[config.mk]
export PLATFORM = sky130hd
export DESIGN_NAME = instr_fetch_ctrl
export DESIGN_NICKNAME = d
export VERILOG_FILES = /design/src/rtl/instr_fetch_ctrl.sv
export SDC_FILE = /design/constraint.sdc
export NUM_CORES = 1
export LEC_CHECK = 0
export CAP_MARGIN = 20
export CORE_UTILIZATION = 45
export DETAILED_ROUTE_END_ITERATION = 10
export MAX_ROUTING_LAYER = met4
export PLACE_DENSITY = 0.77
export SLEW_MARGIN = 0
export SYNTH_ARGS = -nofsm -noshare
export SYNTH_HDL_FRONTEND = slang
export SYNTH_SLANG_ARGS = --single-unit
[constraint.sdc]
create_clock -name clk -period 16.9 [get_ports clk]
set_clock_uncertainty 0.2 [all_clocks]
set_input_delay 3.38 -clock clk [delete_from_list [all_inputs] [get_ports clk]]
set_output_delay 3.38 -clock clk [all_outputs]
set_load 0.01 [all_outputs]
[src/rtl/instr_fetch_ctrl.sv]
// Purpose : program ROM sequencer; owns the PC and feeds {pc, instr} pairs through a 2-entry prefetch buffer to decode.
// Latency : the first entry is valid after the 2nd edge out of reset, and 1 cycle after a redirect edge.
// Backpr. : valid/ready toward decode; with the buffer full and no pop, fetch stalls and Address_o holds.
//
// Ports:
//   clk, reset (async, active-high)
//   enable_i                      fetch enable (the buffer still drains when low)
//   redirect_i, redirect_pc_i     branch/jump redirect pulse and its target
//   Address_o, Instruction_i      combinational ROM read port (Address_o == pc_q)
//   valid_o, ready_i, pc_o, instr_o   head of the prefetch buffer toward decode
//   fault_o, fault_cause_o        sticky fault (01 misaligned redirect, 10 PC out of range)
// Optional build macro FETCH_PERF_CNT_EN adds fetch_cnt_o, stall_cnt_o and flush_cnt_o.
module instr_fetch_ctrl #(
    parameter int                    DATA_WIDTH = 32,
    parameter logic [DATA_WIDTH-1:0] RESET_PC   = 32'h0040_0000,
    parameter int                    MEM_WORDS  = 32
) (
    input  logic                  clk,
    input  logic                  reset,
    input  logic                  enable_i,
    input  logic                  redirect_i,
    input  logic [DATA_WIDTH-1:0] redirect_pc_i,
    input  logic [DATA_WIDTH-1:0] Instruction_i,
    output logic [DATA_WIDTH-1:0] Address_o,
    output logic                  valid_o,
    input  logic                  ready_i,
    output logic [DATA_WIDTH-1:0] pc_o,
    output logic [DATA_WIDTH-1:0] instr_o,
    output logic                  fault_o,
    output logic [1:0]            fault_cause_o
`ifdef FETCH_PERF_CNT_EN
    ,
    output logic [31:0]           fetch_cnt_o,
    output logic [31:0]           stall_cnt_o,
    output logic [31:0]           flush_cnt_o
`endif
);

    typedef enum logic [1:0] {IDLE, RUN, HALT} state_t;

    state_t                  state_q, state_d;
    logic [DATA_WIDTH-1:0]   pc_q, pc_d;
    logic                    fault_q, fault_d;
    logic [1:0]              cause_q, cause_d;

    logic [DATA_WIDTH-1:0]   buf_pc  [2];
    logic [DATA_WIDTH-1:0]   buf_ins [2];
    logic                    rd_ptr, wr_ptr;
    logic [1:0]              count;

    logic                    pop, push, pc_ok;

    // Offset from the ROM base, unsigned: anything below the base wraps to a huge offset.
    function automatic logic in_range(input logic [DATA_WIDTH-1:0] a);
        logic [DATA_WIDTH-1:0] off;
        off = a - RESET_PC;
        return (off[1:0] == 2'b00) &&
               ({2'b00, off[DATA_WIDTH-1:2]} < DATA_WIDTH'(MEM_WORDS));
    endfunction

    assign pc_ok = in_range(pc_q);
    assign pop   = (count != 2'd0) && ready_i;
    // A full buffer can still accept when its head leaves in the same cycle.
    assign push  = (state_q == RUN) && enable_i && !redirect_i && pc_ok &&
                   ((count != 2'd2) || pop);

    assign Address_o     = pc_q;
    assign valid_o       = (count != 2'd0);
    assign pc_o          = buf_pc[rd_ptr];
    assign instr_o       = buf_ins[rd_ptr];
    assign fault_o       = fault_q;
    assign fault_cause_o = cause_q;

    always_comb begin
        state_d = state_q;
        pc_d    = pc_q;
        fault_d = fault_q;
        cause_d = cause_q;
        if (redirect_i) begin
            // Redirect wins in every state and is the only way out of HALT.
            if (redirect_pc_i[1:0] != 2'b00) begin
                fault_d = 1'b1;
                cause_d = 2'b01;
                state_d = HALT;
            end else if (!in_range(redirect_pc_i)) begin
                fault_d = 1'b1;
                cause_d = 2'b10;
                state_d = HALT;
            end else begin
                pc_d    = redirect_pc_i;
                fault_d = 1'b0;
                cause_d = 2'b00;
                state_d = RUN;
            end
        end else begin
            case (state_q)
                IDLE: state_d = RUN;
                RUN: begin
                    if (!pc_ok) begin
                        fault_d = 1'b1;
                        cause_d = 2'b10;
                        state_d = HALT;
                    end else if (push) begin
                        pc_d = pc_q + DATA_WIDTH'(4);
                    end
                end
                HALT:    state_d = HALT;
                default: state_d = IDLE;
            endcase
        end
    end

    always_ff @(posedge clk or posedge reset) begin
        if (reset) begin
            state_q <= IDLE;
            pc_q    <= RESET_PC;
            fault_q <= 1'b0;
            cause_q <= 2'b00;
        end else begin
            state_q <= state_d;
            pc_q    <= pc_d;
            fault_q <= fault_d;
            cause_q <= cause_d;
        end
    end

    always_ff @(posedge clk or posedge reset) begin
        if (reset) begin
            for (int i = 0; i < 2; i++) begin
                buf_pc[i]  <= '0;
                buf_ins[i] <= '0;
            end
            rd_ptr <= 1'b0;
            wr_ptr <= 1'b0;
            count  <= 2'd0;
        end else if (redirect_i) begin
            // Flush; a concurrent pop already completed its handshake.
            rd_ptr <= 1'b0;
            wr_ptr <= 1'b0;
            count  <= 2'd0;
        end else begin
            if (push) begin
                buf_pc[wr_ptr]  <= pc_q;
                buf_ins[wr_ptr] <= Instruction_i;
                wr_ptr          <= ~wr_ptr;
            end
            if (pop) begin
                rd_ptr <= ~rd_ptr;
            end
            case ({push, pop})
                2'b10:   count <= count + 2'd1;
                2'b01:   count <= count - 2'd1;
                default: count <= count;
            endcase
        end
    end

`ifdef FETCH_PERF_CNT_EN
    logic stall, flush;
    assign stall = (state_q == RUN) && enable_i && !redirect_i && pc_ok &&
                   (count == 2'd2) && !pop;
    // Only count flushes that actually discard something left behind after a pop.
    assign flush = redirect_i && (count > {1'b0, pop});

    always_ff @(posedge clk or posedge reset) begin
        if (reset) begin
            fetch_cnt_o <= '0;
            stall_cnt_o <= '0;
            flush_cnt_o <= '0;
        end else begin
            if (push)  fetch_cnt_o <= fetch_cnt_o + 32'd1;
            if (stall) stall_cnt_o <= stall_cnt_o + 32'd1;
            if (flush) flush_cnt_o <= flush_cnt_o + 32'd1;
        end
    end
`endif

endmodule
==> results.json, run 1 <==
{
  "sequentialPowerShare_pct": 48.9,
  "power_density_nw_per_um2": 84.5,
  "cts_root_buf": "clkbuf_16",
  "yosys.area.top_type": "dfrtp_1",
  "grt.busiest_layer": "met2",
  "max_freq_ghz": 0.158,
  "routabilityCongestion": 0.851,
  "clk_latency_ps": 420,
  "grt_overflow": 0,
  "die_h_microns": 130,
  "viasPerCell": 5.21,
  "fin_crit_ps": 6330,
  "hold_violations": 0,
  "seq_area_frac_synth_pct": 57.5,
  "cp-start-kind": "primary input",
  "core-area_sq_um": 15900,
  "yosysTopAreaCellShare_pct": 57.1,
  "ys.flop_type": "dfrtp_1",
  "final_core_util_pct": 61.5,
  "status": "complete, no violations",
  "ys_top_cells_by_area": "dfrtp_1 57%, mux2_2 17%, mux2_4 6.7%, and2_1 3.6%, nor2b_1 2.2%",
  "cts_buffers": 17,
  "layout-drive-gt1-share_pct": 26.9,
  "setup_violations": 0,
  "slew_violations": 0,
  "antenna_found_initial": 0,
  "nets": 765,
  "synth_edf_count": 0,
  "routed-via-count": 4806,
  "portBuffers": 168,
  "syn_avg_cell_area_sq_um": 13.9,
  "num_rows": 46,
  "grt_pass1_wl_microns": 25700,
  "wire_per_inst_microns": 17.3,
  "place_area_sq_um": 9170,
  "p_switching_w": 0.000170,
  "async_flop_share_pct": 100,
  "critPathMaxStageDelay_ps": 780,
  "routed_wl_microns": 15900,
  "p_leak_nw": 4.76,
  "grt_max_degree": 86,
  "syn2layout_area_growth_pct": 33.3,
  "yosysWarningCount": 0,
  "worst_pin_slew_ps": 982,
  "io_pins": 169,
  "fp.dieW_microns": 130,
  "setup.worst_path.class": "primary input to register",
  "clk_pin_slew_ps": 60,
  "end_kind": "register",
  "die_area_sq_um": 16900,
  "track_usage_pct": 20.6,
  "ir_drop_uv": 67.6,
  "first_global_vias": 5114,
  "cts_max_level": 4,
  "crit_fanout": 64,
  "tns_ps": 0,
  "drc": 0,
  "cts-resized-gates": 0,
  "finalCritPeriodShare_pct": 37.4,
  "holdBufCountCts": 0,
  "synth-seq-cells": 169,
  "pwr-share-clk_pct": 47.3,
  "slowest_stage": "clkdlybuf4s50_1",
  "post-route-cell-area_sq_um": 9810,
  "drtPass1Iterations": 4,
  "maxCapViolations": 0,
  "path_delay_family": "buffers and inverters",
  "syn_inst": 528,
  "slew-limit-headroom_pct": 34.6,
  "crit_path_cell_trace": "clkdlybuf4s50_1 > nor4_2 > and4_4 > nand4_2 > nor2_4 > buf_4 > mux2_2",
  "n_antenna_cell": 0,
  "p_comb_share_pct": 3.8,
  "crit_arrival_ps": 6430,
  "start_util_pct": 46.2,
  "grt_use_met3_pct": 6.52,
  "hp-class": "register to register",
  "p_int_w": 0.000659,
  "dpl.hpwl_microns": 10300,
  "rsz0062_at_grt": "no",
  "gr-usage-met2_pct": 32.9,
  "clock-sinks": 169,
  "grtUsageMet1_pct": 24.5,
  "syn_nets": 600,
  "synth.distinct_cells": 50,
  "sw_frac_of_total_pct": 20.5,
  "clk_path_buf_depth": 2,
  "worst_ep_required_time_ps": 17000,
  "drtIter0Drc": 270,
  "ant_nets": 0,
  "syn_area_sq_um": 7360,
  "cts_setup_buffers": 0,
  "cts_tree": "done",
  "total_power_w": 0.000829,
  "crit_buf_inv": 2
}
-- layout by cell type (no fill, tap or decap), types with 3 or more instances in the layout --
cell	netlist	layout
nor3_1	6	6
buf_4	1	3
nand2_1	3	3
mux2_4	33	33
bufinv_16	0	3
inv_1	8	7
and4_1	3	3
dfrtp_1	168	167
nand3_1	6	6
clkinvlp_4	0	3
nor4_2	4	4
nor2_1	12	12
nor4_1	11	11
ha_1	3	3
and3_1	12	12
and2_1	42	42
a21oi_1	6	6
xnor2_1	3	3
clkdlybuf4s50_1	0	168
clkbuf_1	15	3
o21ai_0	4	4
a31oi_1	3	3
nor4b_1	3	3
nand4_1	6	6
mux2_2	108	108
clkbuf_16	0	17
nor2b_1	26	26
-- synth_stat cells (all sizes together) (6+ instances only) --
library cell and instances:
dfrtp 168, a21oi 6, nor2b 26, clkbuf 15, and2 42, nand4 7
mux2 141, and3 12, buf 12, nor3 6, inv 8, nor4 15
nor2 13, nand3 6
-- stage by stage --
stage / hold WS (ps) / instances / setup slack, ps
2_1_floorplan: 228 / 528 / 8750
3_5_place_dp: 258 / 888 / 10160
4_1_cts: 273 / 920 / 10620
5_1_grt: 295 / 922 / 10360
6_report: 273 / 922 / 10570
3_3_place_gp: 244 / 888 / 10270
-- power groups by stage --
stage               combinational [W]  clock, W  sequential, W
detailed placement          0.0000313         0       0.000413
floorplan                  0.00000951         0       0.000413
global placement            0.0000304         0       0.000413
global route                0.0000350  0.000420       0.000405
CTS                         0.0000316  0.000402       0.000405
finish                      0.0000316  0.000392       0.000405
-- kinds of logic after synthesis --
| logic type | count (synthesis) | share of synthesized area [%] |
|---|---|---|
| AO/OA/AOI/OAI | 26 | 2.38 |
| XOR/XNOR | 5 | 0.595 |
| adder cells (fa/ha/maj) | 3 | 0.510 |
| buffers and inverters | 36 | 2.75 |
| flip-flops | 169 | 57.5 |
| multiplexers | 143 | 23.5 |
| AND/OR/NAND/NOR | 146 | 12.7 |
-- worst paths after layout --
path,from,end,slack (ps),depth (start not counted)
min in group asynchronous,reset,buf_ins[18],3260,2
min reg2reg,buf_pc[54],buf_pc[54],270,1
max,redirect_i,buf_ins[36],10570,7
max in group asynchronous,reset,buf_ins[21],12070,4
min,buf_pc[54],buf_pc[54],270,1
max reg2reg,Address_o[22],buf_ins[36],13860,6
-- cell type report --
| cell class | instances | area (sq um) |
|---|---|---|
| fillers | 1237 | 6130 |
| flip-flops and latches | 169 | 4230 |
| multi-input cells | 323 | 2930 |
| repair buffers | 173 | 1750 |
| clock buffers | 21 | 450 |
| well taps | 216 | 270 |
| clock inverters | 11 | 149 |
| inverters | 9 | 38.8 |
-- metal layers --
metal  part of all wire [%]  routed length, microns  up-vias
li1                       -                       -     2203
met1                     43                    6840     2419
met2                     49                    7830      161
met3                    6.1                     965       23
met4                    1.8                     291        0
met5                      0                       0        -
-- registers in the layout, summed over array words and instances (netlist names) --
name	count
buf_pc	64
state_q	2
buf_ins	64
wr_ptr	1
rd_ptr	1
fault_o	1
fault_cause_o	2
Address_o	32
count	2
Power figures use the tool's default switching activity.
==> run 2, diff against run 1 <==
--- a/config.mk
+++ b/config.mk
@@ -9,7 +9,7 @@
 export CORE_UTILIZATION = 45
 export DETAILED_ROUTE_END_ITERATION = 10
 export MAX_ROUTING_LAYER = met4
-export PLACE_DENSITY = 0.77
+export PLACE_DENSITY = 0.8
 export SLEW_MARGIN = 0
 export SYNTH_ARGS = -nofsm -noshare
 export SYNTH_HDL_FRONTEND = slang
==> constraint.sdc (replaced) <==
create_clock -name clk -period 5.1 [get_ports clk]
set_clock_uncertainty 0.2 [all_clocks]
set_input_delay 1.02 -clock clk [delete_from_list [all_inputs] [get_ports clk]]
set_output_delay 1.02 -clock clk [all_outputs]
set_load 0.01 [all_outputs]
==> results.json, run 2 (same netlist as run 1, synthesis figures left out) <==
{
  "routed-via-count": 4820,
  "rsz0062_at_grt": "no",
  "cts_setup_buffers": 0,
  "crit_fanout": 23,
  "p_leak_nw": 4.76,
  "setup_violations": 0,
  "wire_per_inst_microns": 17.5,
  "routed_wl_microns": 16200,
  "fin_crit_ps": 3650,
  "layout_commonest_cell": "clkdlybuf4s50_1",
  "fp.dieW_microns": 130,
  "path_delay_family": "buffers and inverters",
  "seq_area_sq_um": 4230,
  "dp_cells": 892,
  "n_antenna_cell": 0,
  "max_freq_ghz": 0.274,
  "clk_latency_ps": 420,
  "crit_arrival_ps": 2430,
  "core-area_sq_um": 15900,
  "status": "complete, no violations",
  "grt_pass1_wl_microns": 26200,
  "tns_ps": 0,
  "cp-start-kind": "register",
  "worst_ep_required_time_ps": 3880,
  "die_area_sq_um": 16900,
  "drc": 0,
  "worst_pin_slew_ps": 976,
  "fillers": 1233,
  "final_cell_mix": "168 x clkdlybuf4s50_1, 167 x dfrtp_1, 108 x mux2_2",
  "end_kind": "output port",
  "ant_nets": 0,
  "cts_buffers": 17,
  "die_h_microns": 130,
  "first_global_vias": 5207,
  "dpl.hpwl_microns": 10800,
  "num_rows": 46,
  "syn2layout_area_growth_pct": 33.1,
  "power_density_nw_per_um2": 273,
  "drtIter0Drc": 260,
  "viasPerCell": 5.21,
  "grt_overflow": 0,
  "grt_max_degree": 96,
  "clk_path_buf_depth": 2,
  "drtPass1Iterations": 4,
  "slew_violations": 0,
  "cts_max_level": 4,
  "crit_buf_inv": 2,
  "dp_worst_setup_slack_ps": 1110,
  "track_usage_pct": 21.0,
  "io_pins": 169,
  "total_power_w": 0.00267,
  "nets": 768,
  "portBuffers": 168,
  "ir_drop_uv": 225,
  "slew-limit-headroom_pct": 34.9,
  "critPathMaxStageDelay_ps": 700,
  "multi_input_area_sq_um": 2930,
  "start_util_pct": 46.2,
  "antenna_found_initial": 0,
  "slowest_stage": "dfrtp_2",
  "cts_tree": "done",
  "hp-class": "register to register",
  "setup.worst_path.class": "register to output port",
  "hold_violations": 0,
  "stdcell_count": 925,
  "maxCapViolations": 0,
  "clk_pin_slew_ps": 60,
  "crit_path_cell_trace": "buf_4 > mux2_2 > clkdlybuf4s50_1",
  "cts-resized-gates": 0,
  "cts_root_buf": "clkbuf_16",
  "holdBufCountCts": 0,
  "routabilityCongestion": 0.890,
  "final_core_util_pct": 61.5,
  "finalCritPeriodShare_pct": 71.6,
  "clock-sinks": 169,
  "layout-drive-gt1-share_pct": 27.6,
  "fin_ws_ps": 1450
}
[run 2: cell count changes in the layout (fill, tap and decap cells not counted)]
cell       delta
buf_12        +2
buf_16        -1
buf_4         +3
buf_8         -1
bufinv_16     -2
clkbuf_1      -3
clkinv_2      +2
clkinv_4      +4
inv_6         -1
[run 2: path summary, 6_finish.rpt]
kind	start	end	slack [ps]	depth (start not counted)
min in group asynchronous	reset	buf_pc[61]	650	2
max in group asynchronous	reset	rd_ptr	3030	4
setup / recovery	rd_ptr	pc_o[7]	1450	3
hold / removal	buf_pc[22]	buf_pc[22]	270	1
setup reg to reg	Address_o[25]	buf_ins[60]	2070	6
hold reg to reg	buf_pc[22]	buf_pc[22]	270	1
[run 2: cell type report]
class                   count  area share [%]
flip-flops and latches    169            43.2
multi-input cells         323            29.9
repair buffers            176            18.0
clock buffers              18            4.48
well taps                 216            2.76
clock inverters            14            1.29
inverters                   9           0.383
[run 2: stage by stage]
stage | hold slack (ps) | instance area (sq um)
2_1_floorplan | 228 | 7360
3_3_place_gp | 244 | 9210
3_5_place_dp | 256 | 9210
4_1_cts | 273 | 9780
5_1_grt | 296 | 9800
6_report | 272 | 9800
[run 2: routing by layer]
metal | wire length, microns | vias up | track usage (%) | part of all wire [%]
li1 | - | 2209 | - | -
met1 | 6980 | 2430 | 25.8 | 43
met2 | 7980 | 166 | 34.3 | 49
met3 | 1020 | 15 | 4.92 | 6.3
met4 | 193 | 0 | 6.57 | 1.2
met5 | 0 | - | - | 0
[run 2: report_power, final]
| group | switching, W | internal, W |
|---|---|---|
| Clock | 0.000534 | 0.000687 |
| Sequential | 0.00000100 | 0.00134 |
| Combinational | 0.0000481 | 0.0000582 |
==> run 3, diff against run 2 <==
--- a/config.mk
+++ b/config.mk
@@ -9,7 +9,7 @@
 export CORE_UTILIZATION = 45
 export DETAILED_ROUTE_END_ITERATION = 10
 export MAX_ROUTING_LAYER = met4
-export PLACE_DENSITY = 0.8
+export PLACE_DENSITY = 0.77
 export SLEW_MARGIN = 0
 export SYNTH_ARGS = -nofsm -noshare
 export SYNTH_HDL_FRONTEND = slang
==> constraint.sdc (replaced) <==
create_clock -name clk -period 3.4 [get_ports clk]
set_clock_uncertainty 0.2 [all_clocks]
set_input_delay 0.68 -clock clk [delete_from_list [all_inputs] [get_ports clk]]
set_output_delay 0.68 -clock clk [all_outputs]
set_load 0.01 [all_outputs]
==> results.json, run 3 (same netlist as run 1, synthesis figures left out) <==
{
  "status": "complete, no violations",
  "finalCritPeriodShare_pct": 93.7,
  "whs_path_depth": 1,
  "first_global_vias": 5214,
  "clk_path_buf_depth": 2,
  "routed-via-count": 4812,
  "max_freq_ghz": 0.314,
  "antenna_found_initial": 0,
  "setup_violations": 0,
  "die_area_sq_um": 16900,
  "n_antenna_cell": 0,
  "cts-resized-gates": 0,
  "track_usage_pct": 21.1,
  "hp-class": "register to register",
  "slew-limit-headroom_pct": 42.4,
  "portBuffers": 168,
  "crit_buf_inv": 2,
  "setup.worst_path.class": "register to output port",
  "clk_latency_ps": 420,
  "end_kind": "output port",
  "hp-start": "buf_pc[54]",
  "drc": 0,
  "wire_per_inst_microns": 17.6,
  "critPathMaxStageDelay_ps": 750,
  "rsz0062_at_grt": "no",
  "clk_pin_slew_ps": 60,
  "viasPerCell": 5.17,
  "syn2layout_area_growth_pct": 34.7,
  "cts_buffers": 17,
  "nets": 774,
  "grt_pass1_wl_microns": 26300,
  "dpl.hpwl_microns": 11000,
  "drtPass1Iterations": 4,
  "die_h_microns": 130,
  "rr_startpoint": "Address_o[22]",
  "path_delay_family": "buffers and inverters",
  "start_util_pct": 46.2,
  "core-area_sq_um": 15900,
  "maxCapViolations": 0,
  "routed_wl_microns": 16400,
  "cts_max_level": 4,
  "hold_end": "buf_pc[54]",
  "drtIter0Drc": 182,
  "num_rows": 46,
  "reg2reg_depth": 6,
  "layout_commonest_cell": "clkdlybuf4s50_1",
  "sequentialPowerShare_pct": 50.1,
  "slew_violations": 0,
  "rr_endpoint": "buf_ins[49]",
  "ff2ff_setup_slack_ps": 930,
  "crit_arrival_ps": 2310,
  "final_cell_mix": "168 x clkdlybuf4s50_1, 167 x dfrtp_1, 108 x mux2_2",
  "crit_path_cell_trace": "buf_12 > mux2_2 > clkdlybuf4s50_1",
  "p_switching_w": 0.000830,
  "power_density_nw_per_um2": 405,
  "cts_tree": "done",
  "slowest_stage": "dfrtp_2",
  "grt_overflow": 0,
  "cp-start-kind": "register",
  "tns_ps": 0,
  "hold_violations": 0,
  "io_pins": 169,
  "ir_drop_uv": 340,
  "p_comb_share_pct": 4.1,
  "routabilityCongestion": 0.806,
  "final_core_util_pct": 62.2,
  "fp.dieW_microns": 130,
  "cts_root_buf": "clkbuf_16",
  "p_int_w": 0.00319,
  "pwr-share-clk_pct": 45.8,
  "crit_fanout": 24,
  "worst_pin_slew_ps": 862,
  "ant_nets": 0,
  "sw_frac_of_total_pct": 20.6,
  "layout-drive-gt1-share_pct": 27.6,
  "cts_setup_buffers": 0,
  "grt_max_degree": 65,
  "holdBufCountCts": 0,
  "fin_crit_ps": 3190,
  "worst_ep_required_time_ps": 2520,
  "clock-sinks": 169,
  "p_leak_nw": 4.80
}
[run 3: metrics by stage]
stage | hold slack (ps) | instances | worst slack (ps) | area (sq um) | power (W)
floorplan | 228 | 528 | 366 | 7360 | 0.00210
detailed placement | 256 | 899 | 295 | 9350 | 0.00222
finish | 264 | 931 | 213 | 9910 | 0.00402
global route | 287 | 931 | 96.0 | 9910 | 0.00415
global placement | 246 | 899 | 364 | 9350 | 0.00221
CTS | 271 | 931 | 175 | 9910 | 0.00407
[run 3: area by class of cell]
cell class	count	area (sq um)
Fill cell	1199	6030
Sequential cell	169	4230
Multi-Input combinational cell	323	2930
Timing Repair Buffer	182	1890
Clock buffer	26	499
Tap cell	216	270
Clock inverter	6	63.8
Inverter	9	37.5
[run 3: power by group through the flow]
stage               Combinational, W  Sequential, W  Clock, W
floorplan                  0.0000476        0.00205         0
global placement            0.000162        0.00205         0
detailed placement          0.000167        0.00205         0
CTS                         0.000169        0.00201   0.00188
global route                0.000181        0.00201   0.00196
finish                      0.000165        0.00202   0.00184
[run 3: how the worst max path moves through the flow]
stage	cells after the start	startpoint	end	slack, ps
final	3	rd_ptr	pc_o[10]	210
after global routing	3	rd_ptr	pc_o[2]	100
after floorplan	1	reset	Address_o[0]	370
after detailed placement	7	redirect_i	buf_ins[49]	290
after CTS	3	rd_ptr	pc_o[10]	170
after global placement	7	redirect_i	buf_ins[26]	360
[run 3: layer usage]
| metal | GRT usage, % | vias to the layer above | part of all wire (%) |
|---|---|---|---|
| met1 | 25.6 | 2422 | 43 |
| met5 | - | - | 0 |
| met4 | 7.66 | 0 | 1.7 |
| met3 | 5.90 | 22 | 6.3 |
| met2 | 33.7 | 160 | 49 |
| li1 | - | 2208 | - |
